==> config.mk <==
export PLATFORM = sky130hd
export DESIGN_NAME = x86_decode_queue
export DESIGN_NICKNAME = d
export VERILOG_FILES = /design/src/rtl/x86_decq_pkg.sv /design/src/rtl/x86_decq_len.sv /design/src/rtl/x86_decode_queue.sv
export SDC_FILE = /design/constraint.sdc
export NUM_CORES = 1
export LEC_CHECK = 0
export BUFFER_PORTS_ARGS = -buffer_cell sky130_fd_sc_hd__buf_2
export CORE_ASPECT_RATIO = 1.1
export CORE_MARGIN = 10
export CORE_UTILIZATION = 56
export CTS_BUF_LIST = sky130_fd_sc_hd__clkbuf_16
export CTS_CLUSTER_SIZE = 40
export DETAILED_ROUTE_END_ITERATION = 7
export GPL_ROUTABILITY_DRIVEN = 0
export PLACE_DENSITY = 0.91
export SYNTH_ARGS = -nofsm -noshare
export SYNTH_HDL_FRONTEND = slang
export SYNTH_SLANG_ARGS = --single-unit
==> constraint.sdc <==
create_clock -name iClk -period 7.9 [get_ports iClk]
set_clock_uncertainty 0.1 [all_clocks]
set_input_delay 1.975 -clock iClk [delete_from_list [all_inputs] [get_ports iClk]]
set_output_delay 1.975 -clock iClk [all_outputs]
set_load 0.02 [all_outputs]
==> src/rtl/x86_decq_pkg.sv <==
// Shared types and opcode tables for the x86 decode queue.
// Prefix folding is enabled by defining X86_DECQ_PREFIX_EN.
package x86_decq_pkg;

    typedef enum logic [1:0] {
        SEG_ES = 2'd0,
        SEG_CS = 2'd1,
        SEG_SS = 2'd2,
        SEG_DS = 2'd3
    } seg_e;

    typedef enum logic [1:0] {
        REP_NONE = 2'b00,
        REP_NE   = 2'b10,
        REP_E    = 2'b11
    } rep_e;

    localparam logic [7:0] PFX_ES    = 8'h26;
    localparam logic [7:0] PFX_CS    = 8'h2E;
    localparam logic [7:0] PFX_SS    = 8'h36;
    localparam logic [7:0] PFX_DS    = 8'h3E;
    localparam logic [7:0] PFX_LOCK  = 8'hF0;
    localparam logic [7:0] PFX_REPNE = 8'hF2;
    localparam logic [7:0] PFX_REP   = 8'hF3;

    typedef struct packed {
        logic [7:0]  op0;
        logic [7:0]  op1;
        logic [15:0] imm;
        logic [15:0] offset;
        logic [2:0]  len;
        logic        segOv;
        seg_e        seg;
        rep_e        rep;
        logic        lock;
        logic        inv;
    } dec_rec_t;

    function automatic logic isSegPfx(input logic [7:0] op);
        return op == PFX_ES || op == PFX_CS ||
               op == PFX_SS || op == PFX_DS;
    endfunction

    function automatic logic isPrefix(input logic [7:0] op);
        return isSegPfx(op) || op == PFX_LOCK ||
               op == PFX_REPNE || op == PFX_REP;
    endfunction

    function automatic logic isModrm(input logic [7:0] op);
        return (op[7:6] == 2'b00 && !op[2]) ||
               op[7:4] == 4'h8 ||
               op[7:2] == 6'b110001 ||
               op[7:2] == 6'b110100 ||
               op[7:3] == 5'b11011 ||
               op[7:1] == 7'b1111011 ||
               op[7:1] == 7'b1111111;
    endfunction

    function automatic logic isUndef(input logic [7:0] op);
        return op[7:4] == 4'h6 ||
               op[7:1] == 7'b1100000 ||
               op[7:1] == 7'b1100100 ||
               op == 8'hD6 || op == 8'hF1;
    endfunction

endpackage

==> src/rtl/x86_decq_len.sv <==
// Combinational length, class and field extractor.
// Looks only at the first six bytes of the prefetch window.
module x86_decq_len
    import x86_decq_pkg::*;
#(
    parameter int WIN_BYTES = 6
) (
    input  logic [WIN_BYTES*8-1:0] window,
    output logic                   modrm,
    output logic [2:0]             len,
    output logic [7:0]             op1,
    output logic [15:0]            imm,
    output logic [15:0]            offset,
    output logic                   inv
);

    logic [7:0] b0, b1, b2, b3, b4, b5;
    logic [1:0] md;
    logic [2:0] rm, rg;
    logic [1:0] dispLen, dataLen;
    logic [7:0] lo, hi;
    logic       w;

    assign b0 = window[7:0];
    assign b1 = window[15:8];
    assign b2 = window[23:16];
    assign b3 = window[31:24];
    assign b4 = window[39:32];
    assign b5 = window[47:40];
    assign md = b1[7:6];
    assign rg = b1[5:3];
    assign rm = b1[2:0];

    assign modrm = isModrm(b0);
    assign inv   = isUndef(b0);
    assign op1   = modrm ? b1 : 8'hC0;

    always_comb begin
        dispLen = 2'd0;
        dataLen = 2'd0;
        lo      = b2;
        hi      = b3;
        w       = 1'b0;
        len     = 3'd1;
        imm     = 16'h0000;
        offset  = 16'h0000;
        if (modrm) begin
            unique case (md)
                2'b00:   dispLen = (rm == 3'b110) ? 2'd2 : 2'd0;
                2'b01:   dispLen = 2'd1;
                2'b10:   dispLen = 2'd2;
                default: dispLen = 2'd0;
            endcase
            unique case (1'b1)
                b0 == 8'h81, b0 == 8'hC7:
                    dataLen = 2'd2;
                b0 == 8'h80, b0 == 8'h83, b0 == 8'hC6:
                    dataLen = 2'd1;
                b0 == 8'hF6:
                    dataLen = (rg == 3'b000) ? 2'd1 : 2'd0;
                b0 == 8'hF7:
                    dataLen = (rg == 3'b000) ? 2'd2 : 2'd0;
                default:
                    dataLen = 2'd0;
            endcase
            // Immediate data follows the displacement bytes.
            unique case (dispLen)
                2'd0: begin lo = b2; hi = b3; end
                2'd1: begin lo = b3; hi = b4; end
                default: begin lo = b4; hi = b5; end
            endcase
            len = 3'd2 + {1'b0, dispLen} + {1'b0, dataLen};
            if (md == 2'b01)
                offset = {{8{b2[7]}}, b2};
            else if (dispLen == 2'd2)
                offset = {b3, b2};
            if (dataLen == 2'd2)
                imm = {hi, lo};
            else if (dataLen == 2'd1)
                imm = (b0 == 8'h83) ? {{8{lo[7]}}, lo} : {8'h00, lo};
        end else begin
            unique case (1'b1)
                (b0[7:6] == 2'b00 && b0[2:1] == 2'b10),
                b0[7:1] == 7'b1010100: begin
                    w   = b0[0];
                    len = w ? 3'd3 : 3'd2;
                    imm = w ? {b2, b1} : {8'h00, b1};
                end
                b0[7:4] == 4'hB: begin
                    w   = b0[3];
                    len = w ? 3'd3 : 3'd2;
                    imm = w ? {b2, b1} : {8'h00, b1};
                end
                b0[7:1] == 7'b1101010: begin
                    len    = 3'd2;
                    offset = {8'h00, b1};
                end
                b0 == 8'hCD, b0[7:2] == 6'b111001: begin
                    len = 3'd2;
                    imm = {8'h00, b1};
                end
                b0 == 8'hEB, b0[7:2] == 6'b111000,
                b0[7:4] == 4'h7: begin
                    len = 3'd2;
                    imm = {{8{b1[7]}}, b1};
                end
                b0[7:2] == 6'b101000: begin
                    len    = 3'd3;
                    offset = {b2, b1};
                end
                b0[7:1] == 7'b1110100, b0 == 8'hC2, b0 == 8'hCA: begin
                    len = 3'd3;
                    imm = {b2, b1};
                end
                b0 == 8'h9A, b0 == 8'hEA: begin
                    len    = 3'd5;
                    imm    = {b2, b1};
                    offset = {b4, b3};
                end
                b0 == 8'hCC: imm = 16'd3;
                b0 == 8'hCE: imm = 16'd4;
                default: len = 3'd1;
            endcase
        end
    end

endmodule

==> src/rtl/x86_decode_queue.sv <==
// Length-decoding front end with prefix folding and output FIFO.
// Define X86_DECQ_PREFIX_EN to fold 8086 prefix bytes into records.
module x86_decode_queue
    import x86_decq_pkg::*;
#(
    parameter int WIN_BYTES = 6,
    parameter int DEPTH     = 2
) (
    input  logic                         iClk,
    input  logic                         iRst,
    input  logic                         iJumped,
    input  logic [WIN_BYTES*8-1:0]       iBuf,
    input  logic [$clog2(WIN_BYTES+1)-1:0] iAvail,
    output logic                         oConsume,
    output logic [2:0]                   oUsed,
    output logic                         oValid,
    input  logic                         iReady,
    output logic [7:0]                   oOp0,
    output logic [7:0]                   oOp1,
    output logic [15:0]                  oImm,
    output logic [15:0]                  oOffset,
    output logic [2:0]                   oLen,
    output logic                         oSegOv,
    output logic [1:0]                   oSeg,
    output logic [1:0]                   oRep,
    output logic                         oLock,
    output logic                         oInv
);

    localparam int AW = $clog2(WIN_BYTES + 1);
    localparam int PW = $clog2(DEPTH);
    localparam int CW = PW + 1;

    logic        modrm, inv;
    logic [2:0]  len;
    logic [7:0]  op0, op1;
    logic [15:0] imm, offset;

    x86_decq_len #(.WIN_BYTES(WIN_BYTES)) uLen (
        .window (iBuf),
        .modrm  (modrm),
        .len    (len),
        .op1    (op1),
        .imm    (imm),
        .offset (offset),
        .inv    (inv)
    );

    dec_rec_t       fifo [DEPTH];
    dec_rec_t       rec, head;
    logic [PW-1:0]  rdPtr, wrPtr, headIdx;
    logic [CW-1:0]  count;
    logic           pendSegOv, pendLock;
    seg_e           pendSeg;
    rep_e           pendRep;
    logic           isPfx, headValid, pop, space;
    logic           availOk, fire, push;

    assign op0 = iBuf[7:0];

`ifdef X86_DECQ_PREFIX_EN
    assign isPfx = isPrefix(op0);
`else
    assign isPfx = 1'b0;
`endif

    assign headValid = count != '0;
    assign pop       = headValid && iReady && !iJumped;
    assign space     = (count != CW'(DEPTH)) || pop;
    assign availOk   = (iAvail != '0) &&
                       (!modrm || iAvail >= AW'(2)) &&
                       (iAvail >= AW'(len));
    // oConsume high means the window has not shifted yet.
    assign fire      = !iJumped && !oConsume && availOk &&
                       (isPfx || space);
    assign push      = fire && !isPfx;

    always_comb begin
        rec        = '0;
        rec.op0    = op0;
        rec.op1    = op1;
        rec.imm    = imm;
        rec.offset = offset;
        rec.len    = len;
        rec.segOv  = pendSegOv;
        rec.seg    = pendSeg;
        rec.rep    = pendRep;
        rec.lock   = pendLock;
        rec.inv    = inv;
    end

    // An empty FIFO keeps showing the most recently popped record.
    assign headIdx = headValid ? rdPtr : rdPtr - 1'b1;
    assign head    = fifo[headIdx];

    assign oValid  = headValid;
    assign oOp0    = head.op0;
    assign oOp1    = head.op1;
    assign oImm    = head.imm;
    assign oOffset = head.offset;
    assign oLen    = head.len;
    assign oSegOv  = head.segOv;
    assign oSeg    = head.seg;
    assign oRep    = head.rep;
    assign oLock   = head.lock;
    assign oInv    = head.inv;

    always_ff @(posedge iClk) begin
        if (iRst) begin
            oConsume  <= 1'b0;
            oUsed     <= 3'd0;
            rdPtr     <= '0;
            wrPtr     <= '0;
            count     <= '0;
            pendSegOv <= 1'b0;
            pendSeg   <= SEG_ES;
            pendRep   <= REP_NONE;
            pendLock  <= 1'b0;
            for (int i = 0; i < DEPTH; i++)
                fifo[i] <= '0;
        end else begin
            oConsume <= fire;
            if (fire)
                oUsed <= isPfx ? 3'd1 : len;
            if (pop)
                rdPtr <= rdPtr + 1'b1;
            if (iJumped) begin
                count     <= '0;
                wrPtr     <= rdPtr;
                pendSegOv <= 1'b0;
                pendSeg   <= SEG_ES;
                pendRep   <= REP_NONE;
                pendLock  <= 1'b0;
            end else begin
                if (push) begin
                    fifo[wrPtr] <= rec;
                    wrPtr       <= wrPtr + 1'b1;
                    pendSegOv   <= 1'b0;
                    pendSeg     <= SEG_ES;
                    pendRep     <= REP_NONE;
                    pendLock    <= 1'b0;
                end
`ifdef X86_DECQ_PREFIX_EN
                if (fire && isPfx) begin
                    if (isSegPfx(op0)) begin
                        pendSegOv <= 1'b1;
                        pendSeg   <= seg_e'(op0[4:3]);
                    end else if (op0 == PFX_LOCK) begin
                        pendLock <= 1'b1;
                    end else begin
                        pendRep <= rep_e'({1'b1, op0[0]});
                    end
                end
`endif
                count <= count + CW'(push) - CW'(pop);
            end
        end
    end

endmodule

==> results of run 1 <==
layout by cell type (no fill, tap or decap), types with 9 or more instances in the layout:
master / instances
nor2_1: 88
nor2_2: 9
mux2_2: 53
and2_1: 19
clkbuf_16: 9
and3_1: 22
buf_2: 111
inv_1: 10
nand2_1: 48
edfxtp_1: 104
a222oi_1: 17
a21oi_1: 9
a21o_1: 9
o211ai_1: 10
nand3_1: 12
nand2b_1: 9
area by class of cell:
class                      instances  share of cell area [%]
antenna                            1                  0.0348
clock buffer                       9                    3.13
multi-input combinational        415                    38.7
tap                              147                    2.56
sequential                       112                    45.7
timing repair buffer             117                    8.35
inverter                          10                   0.522
clock inverter                     7                    1.01
sequential cells by signal, indices dropped and copies added (netlist names):
register	flops
fifo	104
oUsed	3
count	2
oConsume	1
rdPtr	1
wrPtr	1
critical path, stage by stage:
cell and delay [ns]:
buf_2 0.28, nor4b_1 0.54, a32oi_1 0.15, a21boi_1 0.63, inv_1 0.10, ha_1 0.31
inv_1 0.05, ha_1 0.20, xnor2_1 0.15, a21oi_1 0.16, ha_1 0.39, a21oi_1 0.07
a211oi_1 0.43, o211ai_1 0.25, or4_1 0.49, nand2b_2 0.09, buf_4 0.57
per-layer routing:
layer  up-vias  part of all wire, %  GRT usage [%]
met3        57                  9.2           6.51
li1       2313                    -              -
met5         -                    0              0
met2       318                   49           33.8
met4         0                  3.7           8.82
met1      2475                   38           26.1
through the flow:
stage / cell area [um^2] / std cells
6_report: 7190 / 818
3_5_place_dp: 6890 / 801
4_1_cts: 7190 / 817
2_1_floorplan: 6360 / 587
5_1_grt: 7190 / 817
3_3_place_gp: 6890 / 801
power by group through the flow:
stage	Clock [mW]	Combinational, mW	Sequential, mW
after global routing	0.488	0.294	0.699
after CTS	0.461	0.272	0.696
final	0.463	0.274	0.696
after detailed placement	0	0.270	0.709
after global placement	0	0.265	0.707
after floorplan	0	0.185	0.709
path summary, 6_finish.rpt:
check                end  slack (ns)  depth (start not counted)
max          fifo[0][35]        0.92                         17
min             oUsed[1]        0.43                          2
min reg2reg     oUsed[1]        0.43                          2
max reg2reg  fifo[0][35]        5.27                          5
kinds of logic (layout without fill, tap and decap cells):
family                   count (synthesis)  after routing  synth area share [%]
flip-flops                             112            112                  51.8
AO/OA/AOI/OAI                           95             95                  12.3
AND/OR/NAND/NOR                        249            249                  19.7
other                                    1              7                0.0591
adder cells (fa/ha/maj)                  7              7                  1.38
multiplexers                            53             53                  9.41
XOR/XNOR                                 5              5                 0.691
buffers and inverters                   60            143                  4.77
==> metrics.cfg, run 1 <==
[global_routing]
grt_antenna_before_repair=1
grt_util_all_layers_pct=21.3
grt_max_degree=53
grt_pass1_wl_mm=27.2
grt_pass1_vias=5077
overflow=0

[floorplan]
die_h_um=132
die_w_um=121
die_area_um2=16000
row_count=40
initial_utilization_pct=57.6
core_um2=11000
ios=118

[timing]
max_freq_mhz=143
fin_crit_sh_pct=88.3
tightest_slew_ns=0.877
hold_ws_ns=0.431
slew_headroom_pct=41.5
setup_tns_ns=0
layout_setup_ws_ns=0.922
finalHoldViolations=0
setup_viol=0
rsz0062_at_grt=no
finalWorstPathRequiredPeriod_ns=6.98
slew_violations=0

[synthesis]
async_flop_share_pct=0
synth.top_cells.by_count=104 x edfxtp_1, 88 x nor2_1, 53 x mux2_2
synth_most_common_cell=edfxtp_1
synth_area_leaders=edfxtp_1 49%, mux2_2 9.4%, nor2_1 5.2%
synth_top_area_cell=edfxtp_1
synth_top_flop_cell=edfxtp_1
ys_ff_latch=112
synth_area_um2=6340
syn_inst=582
synthDistinctLibCells=67
ys_warn_count=0
avgSynthCellArea_um2=10.9
synth-seq-area-share_pct=51.8
netlist.area_leader.share_pct=49.2
synth_enable_flop_cells=104

[final_layout]
nFillCells=853
final_nets=727
fin_util_pct=65.3
drive_gt1_share_pct=31.0
register_area_um2=3280
multiInputGateArea_um2=2790
area_growth_syn_to_layout_pct=13.4

[power_and_ir_drop]
irDropWorstVdd_mv=0.106
total_power_mw=1.43
p_leak_nw=2.89
p_switching_uw=405
p_per_area_nw_per_um2=199
power.share.switching_pct=28.3
p_int_mw=1.03
pwr-share-comb_pct=19.1
seqPwrFrac_pct=48.6
power.share.clock_pct=32.3

[clock_network]
ctsHtreeMaxLevel=3
cts_buffers=9
cts_sinks=112
postCtsHoldBufs=0
post-cts-setup-buffers=0
worstSkewPairLatency_ns=0.36
cts_tree=built
ctsResizeCount=0
ctsRootBufferMaster=clkbuf_16
clk_path_buf_depth=2
clkTransAtPathRegs_ns=0.07

[setup_path]
worstSetupPathType=in2reg
path_max_fanout=52
required_ns=7.79
timing.rr.start=oConsume
crit_path_end_kind=register
cp-start-kind=input port
cp-startpoint=iBuf[7]
crit_arrival_ns=6.87

[routing]
ant_nets=0
num_vias=5163
drt_wl_total_mm=17.2
routedWlPerCell_um=21.0
viasPerCell=6.31
drc=0
dr.pass1.iters=7
drtIter0Drc=795

[outcome]
status=complete, no violations

[place]
port_buffers=111
dp_hpwl_mm=12.0
place_ws_ns=0.677

[flow_run]
maxCapViolCount=0

[min_path]
min_path_type=reg2reg
hold_path.startpoint=oUsed[1]

(Power assumes the default switching activity.)
==> inputs of run 2 (changes only) <==
Settings changed: BUFFER_PORTS_ARGS -buffer_cell sky130_fd_sc_hd__buf_2 to -buffer_cell sky130_fd_sc_hd__clkbuf_2.
==> run 2 against run 1 <==
The flow now finishes with violations (DRC). Wire length rose by 1.3%. Die area unchanged. Combinational power barely moved. Cell count grew 0.12%. Power fell by 2.4%. Count of clock-buffer cells in the layout unchanged. Hold slack better by 0.016 ns. First-iteration DRC count grew 23%. Fmax fell by 1.5%. Cell area hardly changed. Sequential power hardly changed. Critical path type unchanged.
==> metrics.cfg, run 2 (synthesis results as in run 1) <==
[global_routing]
grt_pass1_wl_mm=27.2
grt_util_all_layers_pct=21.3
overflow=0
grt_max_degree=53
grt_antenna_before_repair=0
grt_pass1_vias=5062

[place]
place_ws_ns=0.652
dp_hpwl_mm=12.2
port_buffers=111
place_area_um2=6920
dp_cells=803

[setup_path]
crit_path_end_kind=register
cp-start-kind=input port
crit_path_end=fifo[0][17]
timing.rr.start=oConsume
r2r_cells=5
required_ns=7.83
crit_arrival_ns=7.01
worstSetupPathType=in2reg
cp-startpoint=iBuf[6]
r2r_setup_slack_ns=5.23
path_max_fanout=21
r2r-end=fifo[0][17]

[timing]
finalHoldViolations=0
setup_tns_ns=0
layout_setup_ws_ns=0.818
tightest_slew_ns=0.884
slew_headroom_pct=41.0
fin_crit_sh_pct=89.6
max_freq_mhz=141
setup_viol=0
slew_violations=0
rsz0062_at_grt=no
hold_ws_ns=0.447
finalWorstPathRequiredPeriod_ns=7.08

[clock_network]
postCtsHoldBufs=0
ctsHtreeMaxLevel=3
worstSkewPairLatency_ns=0.35
ctsRootBufferMaster=clkbuf_16
clk_path_buf_depth=2
clkTransAtPathRegs_ns=0.07
cts_tree=built
ctsResizeCount=0
cts_sinks=112
post-cts-setup-buffers=0
cts_buffers=9

[floorplan]
die_h_um=132
initial_utilization_pct=57.6
die_area_um2=16000
row_count=40
ios=118
core_um2=11000
die_w_um=121

[routing]
met1Wirelength_mm=6.31
viasPerCell=6.34
wl_met3_mm=1.87
drt_wl_total_mm=17.4
route.top_layer_used=met4
drtIter0Drc=978
num_vias=5190
routedWlPerCell_um=21.3
dr.pass1.iters=8
routed-wl-met2_mm=8.55
drc=8
ant_nets=0

[power_and_ir_drop]
irDropWorstVdd_mv=0.103
p_leak_nw=2.90
p_per_area_nw_per_um2=194
total_power_mw=1.40

[final_layout]
finalInstanceArea_um2=7190
final_cell_mix=111 x clkbuf_2, 104 x edfxtp_1, 88 x nor2_1
final_cells=819
fin_util_pct=65.3
top_register=fifo
largest_register_ffs=104
drive_gt1_share_pct=31.3
antenna_cells=0
area_growth_syn_to_layout_pct=13.4
final_common_cell=clkbuf_2
top_regs=fifo x104, oUsed x3, count x2
final_nets=729

[min_path]
min_path_type=reg2reg
min_path_cells=2

[outcome]
status=finished with violations
violations=DRC

[flow_run]
maxCapViolCount=0

run 2: report_power, final:
part,switching (mW),internal (mW)
Sequential,0.0105,0.685
Combinational,0.181,0.0962
Clock,0.211,0.214
run 2: critical path, cell delays in order:
cell and delay (ns):
clkbuf_2 0.23, nor4b_1 0.63, a32oi_1 0.12, a21boi_1 0.65, inv_1 0.12, ha_1 0.32, inv_1 0.05, ha_1 0.20
xnor2_1 0.18, a21oi_1 0.15, ha_1 0.37, a21oi_1 0.07, a211oi_1 0.42, o211ai_1 0.26, or4_1 0.49, nand2b_2 0.37
buf_4 0.40
run 2: worst min path at each step:
stage | start | to
detailed placement | oUsed[1] | oUsed[1]
global route | oUsed[1] | oUsed[1]
finish | oUsed[1] | oUsed[1]
CTS | oUsed[1] | oUsed[1]
floorplan | rdPtr | wrPtr
global placement | oUsed[1] | oUsed[1]
run 2: layout make-up:
| cell class | instances | area (um^2) |
|---|---|---|
| Fill cell | 847 | 3820 |
| Sequential cell | 112 | 3280 |
| Multi-Input combinational cell | 415 | 2790 |
| Timing Repair Buffer | 119 | 628 |
| Clock buffer | 9 | 225 |
| Tap cell | 147 | 184 |
| Clock inverter | 7 | 46.3 |
| Inverter | 10 | 37.5 |
run 2: routing by layer:
layer | vias to the layer above | GRT usage (%)
li1 | 2321 | -
met3 | 71 | 6.08
met4 | 0 | 9.75
met5 | - | 0
met2 | 378 | 34.4
met1 | 2420 | 25.3
==> inputs of run 3 (changes only) <==
--- a/config.mk
+++ b/config.mk
@@ -7,4 +7,5 @@
 export LEC_CHECK = 0
 export BUFFER_PORTS_ARGS = -buffer_cell sky130_fd_sc_hd__clkbuf_2
+export CAP_MARGIN = 10
 export CORE_ASPECT_RATIO = 1.1
 export CORE_MARGIN = 10
==> constraint.sdc (replaced) <==
create_clock -name iClk -period 7.9 [get_ports iClk]
set_clock_uncertainty 0.1 [all_clocks]
set_input_delay 0.79 -clock iClk [delete_from_list [all_inputs] [get_ports iClk]]
set_output_delay 0.79 -clock iClk [all_outputs]
set_load 0.02 [all_outputs]
==> run 3 against run 2 <==
The flow still finishes with violations (DRC). Cell area is 0.45% higher. Hold slack improved by 0.011 ns. Power grew 4.9%. Critical path depth did not move. Critical path type unchanged. Largest cell class unchanged. Largest power group unchanged.
==> metrics.cfg, run 3 (synthesis results as in run 1) <==
[setup_path]
worst-path-buf-inv=4
worstSetupPathType=in2reg
critical_path.top_delay_family=simple AND/OR/NAND/NOR gates
crit_path_end_kind=register
path_cells=clkbuf_2, nor4b_1, a32oi_1, a21boi_1, inv_1, ha_1, inv_1, ha_1, xnor2_1, a21oi_1, ha_1, a21oi_1, a211oi_1, o211ai_1, or4_1, nand2b_2, buf_4
slowest_delay_ns=0.67
required_ns=7.80
critPathSlowestCell=nor4b_1
r2r_setup_slack_ns=4.98
path_max_fanout=30
cp-start-kind=input port
path_common_cell=ha_1
crit_arrival_ns=6.03

[floorplan]
core_um2=11000
die_area_um2=16000
ios=118
row_count=40
die_h_um=132
die_w_um=121
initial_utilization_pct=57.6

[clock_network]
cts_sinks=112
post-cts-setup-buffers=0
cts_buffers=9
clkTransAtPathRegs_ns=0.07
clk_path_buf_depth=2
postCtsHoldBufs=0
ctsHtreeMaxLevel=3
cts_tree=built
ctsRootBufferMaster=clkbuf_16
ctsResizeCount=0
worstSkewPairLatency_ns=0.35

[final_layout]
largest_register_ffs=104
top_register=fifo
antenna_cells=0
final_cell_mix=111 x clkbuf_2, 104 x edfxtp_1, 88 x nor2_1
drive_gt1_share_pct=31.0
finalInstanceArea_um2=7220
fin_util_pct=65.6
area_growth_syn_to_layout_pct=13.9
top_regs=fifo x104, oUsed x3, count x2
final_common_cell=clkbuf_2
final_nets=727

[routing]
drc=3
dr.pass1.iters=8
num_vias=5231
routedWlPerCell_um=21.6
ant_nets=0
drtIter0Drc=824
drt_wl_total_mm=17.6
viasPerCell=6.40

[global_routing]
grt_pass1_vias=5136
grt_max_degree=53
grt_util_all_layers_pct=21.7
grt_antenna_before_repair=0
overflow=0
grt_pass1_wl_mm=27.7

[timing]
slew_violations=0
slew_headroom_pct=41.3
fin_crit_sh_pct=77.6
max_freq_mhz=163
rsz0062_at_grt=no
finalWorstPathRequiredPeriod_ns=6.13
setup_viol=0
finalHoldViolations=0
tightest_slew_ns=0.879
setup_tns_ns=0

[place]
port_buffers=111
place_area_um2=6880
dp_hpwl_mm=12.2

[power_and_ir_drop]
irDropWorstVdd_mv=0.106
p_leak_nw=2.91
p_per_area_nw_per_um2=203
total_power_mw=1.47

[min_path]
min_path_type=reg2reg

[flow_run]
maxCapViolCount=0

[outcome]
status=finished with violations
violations=DRC

==> run 3: path summary, 6_finish.rpt <==
path | startpoint | to | cells past startpoint
max | iBuf[6] | fifo[0][45] | 17
min reg2reg | oUsed[1] | oUsed[1] | 2
min | oUsed[1] | oUsed[1] | 2
max reg2reg | oConsume | fifo[0][45] | 5
==> run 3: tightest hold or removal path, delay by kind of cell (launching register included) <==
family / cells / cell delay, ns
flops: 1 / 0.33
compound gates: 2 / 0.18
==> run 3: area by class of cell <==
| type | instances | area (um^2) |
|---|---|---|
| Fill cell | 835 | 3790 |
| Sequential cell | 112 | 3280 |
| Multi-Input combinational cell | 415 | 2790 |
| Timing Repair Buffer | 117 | 613 |
| Clock buffer | 9 | 225 |
| Tap cell | 147 | 184 |
| Clock inverter | 7 | 93.8 |
| Inverter | 10 | 37.5 |
==> run 3: layer usage <==
metal  wire, um  global-route usage (%)
met5          0                       0
met4        642                    9.62
met3       2010                    6.26
met2       8540                    35.2
met1       6430                    26.0
==> run 3: per-stage QoR <==
| step | hold slack, ns | setup WS (ns) | std cells |
|---|---|---|---|
| finish | 0.458 | 1.77 | 817 |
| global route | 0.471 | 1.42 | 817 |
| CTS | 0.463 | 1.87 | 816 |
| detailed placement | 0.452 | 1.50 | 800 |
| global placement | 0.433 | 1.80 | 800 |
| floorplan | 0.394 | 1.93 | 587 |
==> run 3: power breakdown <==
part,internal [mW],leakage [nW],switching (mW),total (mW)
Clock,0.278,0.155,0.214,0.492
Sequential,0.685,1.15,0.0110,0.696
Combinational,0.0955,1.60,0.183,0.278
Total,1.06,2.91,0.408,1.47
